--- config.mk ---
export PLATFORM = sky130hd
export DESIGN_NAME = fifo_main_pop_ctrl
export DESIGN_NICKNAME = d
export VERILOG_FILES = /design/src/rtl/fifo_main_pop_ctrl.sv
export SDC_FILE = /design/constraint.sdc
export NUM_CORES = 1
export LEC_CHECK = 0
export ABC_CLOCK_PERIOD_IN_PS = 1570
export BUFFER_PORTS_ARGS = -buffer_cell sky130_fd_sc_hd__buf_2
export CORE_AREA = 2 2 40 69
export DETAILED_ROUTE_END_ITERATION = 7
export DIE_AREA = 0 0 42 71
export GPL_ROUTABILITY_DRIVEN = 0
export PLACE_DENSITY_LB_ADDON = 0.05
export SLEW_MARGIN = 20
export SYNTH_ARGS = -nofsm -noshare
export SYNTH_HDL_FRONTEND = slang
export SYNTH_SLANG_ARGS = --single-unit
--- constraint.sdc ---
create_clock -name clk -period 1.57 [get_ports clk]
set_input_delay 0 -clock clk [delete_from_list [all_inputs] [get_ports clk]]
set_output_delay 0 -clock clk [all_outputs]
set_load 0.01 [all_outputs]
--- src/rtl/fifo_main_pop_ctrl.sv ---
// Pops the main FIFO head, decodes its VC id, and forwards the word to the VC demux through one register stage.
// Latency 1 cycle; Main_rd is held low by the selected almost-full (global or per-VC), and words with an out-of-range VC id are dropped.
module fifo_main_pop_ctrl #(
    parameter int DATA_W   = 6,
    parameter int NUM_VC   = 2,
    parameter int VCID_LSB = 4,
    parameter int VCID_W   = 2,
    parameter int MODE     = 0,
    parameter int CNT_W    = 8
) (
    input  logic                    clk,
    input  logic                    reset,
    input  logic                    enable,
    input  logic                    Main_empty,
    input  logic [DATA_W-1:0]       Main_data_out,
    input  logic [NUM_VC-1:0]       VC_almost_full,
    output logic                    Main_rd,
    output logic [DATA_W-1:0]       demux_vcid_in,
    output logic                    demux_vcid_valid_in,
    output logic                    vcid_err,
    output logic [1:0]              state,
    output logic [NUM_VC*CNT_W-1:0] dispatch_cnt
);

    typedef enum logic [1:0] {
        ST_IDLE     = 2'd0,
        ST_DISPATCH = 2'd1,
        ST_BLOCKED  = 2'd2
    } state_t;

    localparam int              VC_SPACE = 1 << VCID_W;
    localparam logic [VCID_W:0] NUM_VC_L = (VCID_W+1)'(NUM_VC);

    logic [VCID_W-1:0]   vc;
    logic                in_range;
    logic [VC_SPACE-1:0] af_pad;
    logic                blocked;
    state_t              cur_st;
    state_t              nxt_st;

    assign vc       = Main_data_out[VCID_LSB +: VCID_W];
    assign in_range = {1'b0, vc} < NUM_VC_L;
    // Pad to the full id space so any id can index safely; unused ids read as not-full.
    assign af_pad   = VC_SPACE'(VC_almost_full);

    always_comb begin
        blocked = 1'b0;
        if (MODE == 0)
            blocked = |VC_almost_full;
        else
            blocked = in_range && af_pad[vc];
    end

    always_ff @(posedge clk or posedge reset) begin
        if (reset)
            cur_st <= ST_IDLE;
        else
            cur_st <= nxt_st;
    end

    always_comb begin
        nxt_st = ST_DISPATCH;
        if (Main_empty || !enable)
            nxt_st = ST_IDLE;
        else if (blocked)
            nxt_st = ST_BLOCKED;
    end

    always_comb begin
        Main_rd = !reset && enable && !Main_empty && !blocked;
    end

    assign state = cur_st;

    always_ff @(posedge clk or posedge reset) begin
        if (reset) begin
            demux_vcid_in       <= '0;
            demux_vcid_valid_in <= 1'b0;
            vcid_err            <= 1'b0;
        end else begin
            demux_vcid_in       <= (Main_rd && in_range) ? Main_data_out : '0;
            demux_vcid_valid_in <= Main_rd && in_range;
            vcid_err            <= Main_rd && !in_range;
        end
    end

    for (genvar k = 0; k < NUM_VC; k++) begin : g_cnt
        logic [CNT_W-1:0] cnt_q;
        always_ff @(posedge clk or posedge reset) begin
            if (reset)
                cnt_q <= '0;
            else if (Main_rd && in_range && (vc == VCID_W'(k)))
                cnt_q <= cnt_q + CNT_W'(1);
        end
        assign dispatch_cnt[k*CNT_W +: CNT_W] = cnt_q;
    end

endmodule
==> impl_metrics.yaml <==
outcome:
  outcome: "completed"
yosys:
  ys_warn_count: 0
  synth_fp_nets: 97
  netlist_top_cells_area: "dfrtp_1 60%, xnor2_1 8.0%, nand4_1 4.0%, xor2_1 3.2%, nor3_4 3.0%"
  synth_top_area_share: 0.5956
  ys_seq_elements: 26
  synth_edf_count: 0
  syn_area_sq_um: 1092
  yosysUniqueCellTypes: 25
  yosysSeqAreaShare: 0.5956
  synthFlopType: "dfrtp_1"
  synthArstFlopShare: 1.000
  avgSynthCellArea_sq_um: 13.16
  postSynthCellCount: 83
  synth_top_cell_by_area: "dfrtp_1"
setup_path:
  critical_path_class: "primary input to flip-flop"
  critPathBufInv: 2
  critical-path-top-delay-family: "simple AND/OR/NAND/NOR gates"
  slowest_stage: "or4_4"
  crit_chain: "dlygate4sd3_1 -> buf_2 -> or4_4 -> nor3_2 -> xor2_1"
  start_kind: "primary input"
  cp-end-kind: "flip-flop"
  required_ns: 1.76
  cp_max_fo: 6
  critPathMaxStageDelay_ns: 0.61
  cp.arrival_ns: 1.68
timing:
  finalHoldViolCount: 0
  rsz0062_at_grt: "false"
  timing.final.crit_share: 0.9511
  holdWs_ns: 0.03518
  finClkSkew_ns: 0.002844
  setup_ws_ns: 0.07681
  slew_viol_final: 0
  final-setup-viol-count: 0
  fin_crit_ns: 1.493
  fmax_ghz: 0.6697
detailed_routing:
  firstDrtPassIters: 2
  vias: 791
  post_drt_wl_per_cell_um: 12.63
  detail_route.iter0.violations: 2
  wl_met1_um: 829
  final_antenna_net_count: 0
  wirelength_mm: 2.033
  drc: 0
  met3_length_um: 76
  routed_via_density: 4.913
  routed.top_layer: "met4"
  met2_length_mm: 1.097
flow_run:
  drv_cap: 0
layout:
  design_area_sq_um: 1468
  fin_util: 0.6034
  layout.cells.non_filler: 161
  mostFrequentLayoutCells: "38 x buf_2, 26 x dfrtp_1, 10 x xnor2_1, 8 x dlygate4sd3_1, 7 x nand4_1"
  drive_above_1_share: 0.3926
  layout_commonest_cell: "buf_2"
  diodes: 0
  fin_nets: 150
  syn_to_final_growth_pct: 34.36
global_routing:
  grt_max_degree: 19
  grt_pass1_vias: 823
  overflow: 0
  grt_pass1_wl_mm: 3.415
  antenna_found_initial: 0
  track_usage: 0.1487
cts:
  cts_buffer_depth: 2
  clk_pin_slew_worst_paths_ns: 0.09
  clk_latency_ns: 0.27
  postCtsHoldBufs: 8
  htreeDepth: 1
  cts_tree: "yes"
  cts.root.buffer_cell: "clkbuf_8"
  cts.sinks: 26
  cts_setup_buffers: 0
  cts_buffers: 3
  postCtsResizedCells: 0
die:
  core-area_sq_um: 2432
  die_area_sq_um: 2982
  ios: 39
  start_util: 0.4491
  die_x_um: 42
  dieHeight_um: 71
  rows: 24
pwr:
  intPower_mw: 0.9819
  ir_worst_vdd_mv: 0.5795
  p_sw_mw: 0.2956
  pwr-share-clk: 0.332
  pwr-share-comb: 0.099
  power_density_nw_per_um2: 870.4
  p_leak_nw: 0.8399
  p_seq_frac: 0.568
  p_sw_frac: 0.2314
hold_path:
  hp-class: "primary input to flip-flop"
placement:
  place_area_sq_um: 1333
  pre_cts_slack_ns: -0.07545
  hpwl_mm: 1.531
  port_buffers: 38
  dp_cells: 149
-- cell families after synthesis --
kind of cell | count (synthesis) | synth area share
simple gates | 32 | 0.2165
flops | 26 | 0.5956
xor+xnor | 14 | 0.1122
buf+inv | 6 | 0.02863
mux | 2 | 0.02062
fa+ha+maj | 2 | 0.02291
other cells | 1 | 0.003433
-- synthesized netlist by cell type, types with 2 or more instances --
master and count:
nand4_1 7, ha_1 2, inv_1 4, nand2_1 3, and2_1 4, nor3_4 2
nor2_1 2, xnor2_1 10, xor2_1 4, dfrtp_1 26, and3_1 3, nand3_1 3
-- area by class of cell --
type,instances,area [sq um]
clock buffer,4,55.05
multi-input combinational,51,414.1
sequential,26,650.6
inverter,4,15.01
fill,199,964.7
timing repair buffer,50,300.3
tap,26,32.53
-- worst register-to-register path: stages (launching register included) --
cell and delay [ns]:
dfrtp_1 0.44, ha_1 0.16, nor2b_1 0.25, nand4_1 0.15, xnor2_1 0.14
-- per-layer routing --
metal,vias up,global-route usage
met3,4,0.02041
met1,387,0.1650
met4,0,0.07885
li1,382,-
met5,-,0
met2,18,0.2674
-- power by group through the flow --
stage	Clock (mW)	Combinational, mW	Sequential [mW]
after detailed placement	0	0.115	0.739
after floorplan	0	0.0455	0.747
after global placement	0	0.110	0.739
final	0.424	0.127	0.726
after CTS	0.439	0.130	0.727
after global routing	0.463	0.145	0.733
-- through the flow --
| step | power [mW] | TNS [ns] |
|---|---|---|
| global route | 1.341 | 0 |
| detailed placement | 0.8537 | -0.1722 |
| CTS | 1.296 | 0 |
| global placement | 0.8495 | -0.05251 |
| finish | 1.277 | 0 |
| floorplan | 0.7921 | -0.06583 |
-- worst paths after layout --
kind | start | endpoint | slack (ns) | cells after the start
hold reg to reg | g_cnt[1].cnt_q[7] | g_cnt[1].cnt_q[7] | 0.47 | 1
setup reg to reg | g_cnt[0].cnt_q[0] | g_cnt[0].cnt_q[4] | 0.32 | 4
max in group asynchronous | reset | demux_vcid_in[2] | 0.72 | 4
setup / recovery | reset | g_cnt[0].cnt_q[3] | 0.08 | 5
hold / removal | Main_data_out[4] | demux_vcid_in[4] | 0.04 | 2
min in group asynchronous | reset | state[1] | 0.29 | 3
-- state kept, by name, summed over array words and instances, names as in the netlist --
signal / cells
demux_vcid_valid_in: 1
state: 2
demux_vcid_in: 6
vcid_err: 1
g_cnt.cnt_q: 16
(Power assumes the default switching activity.)
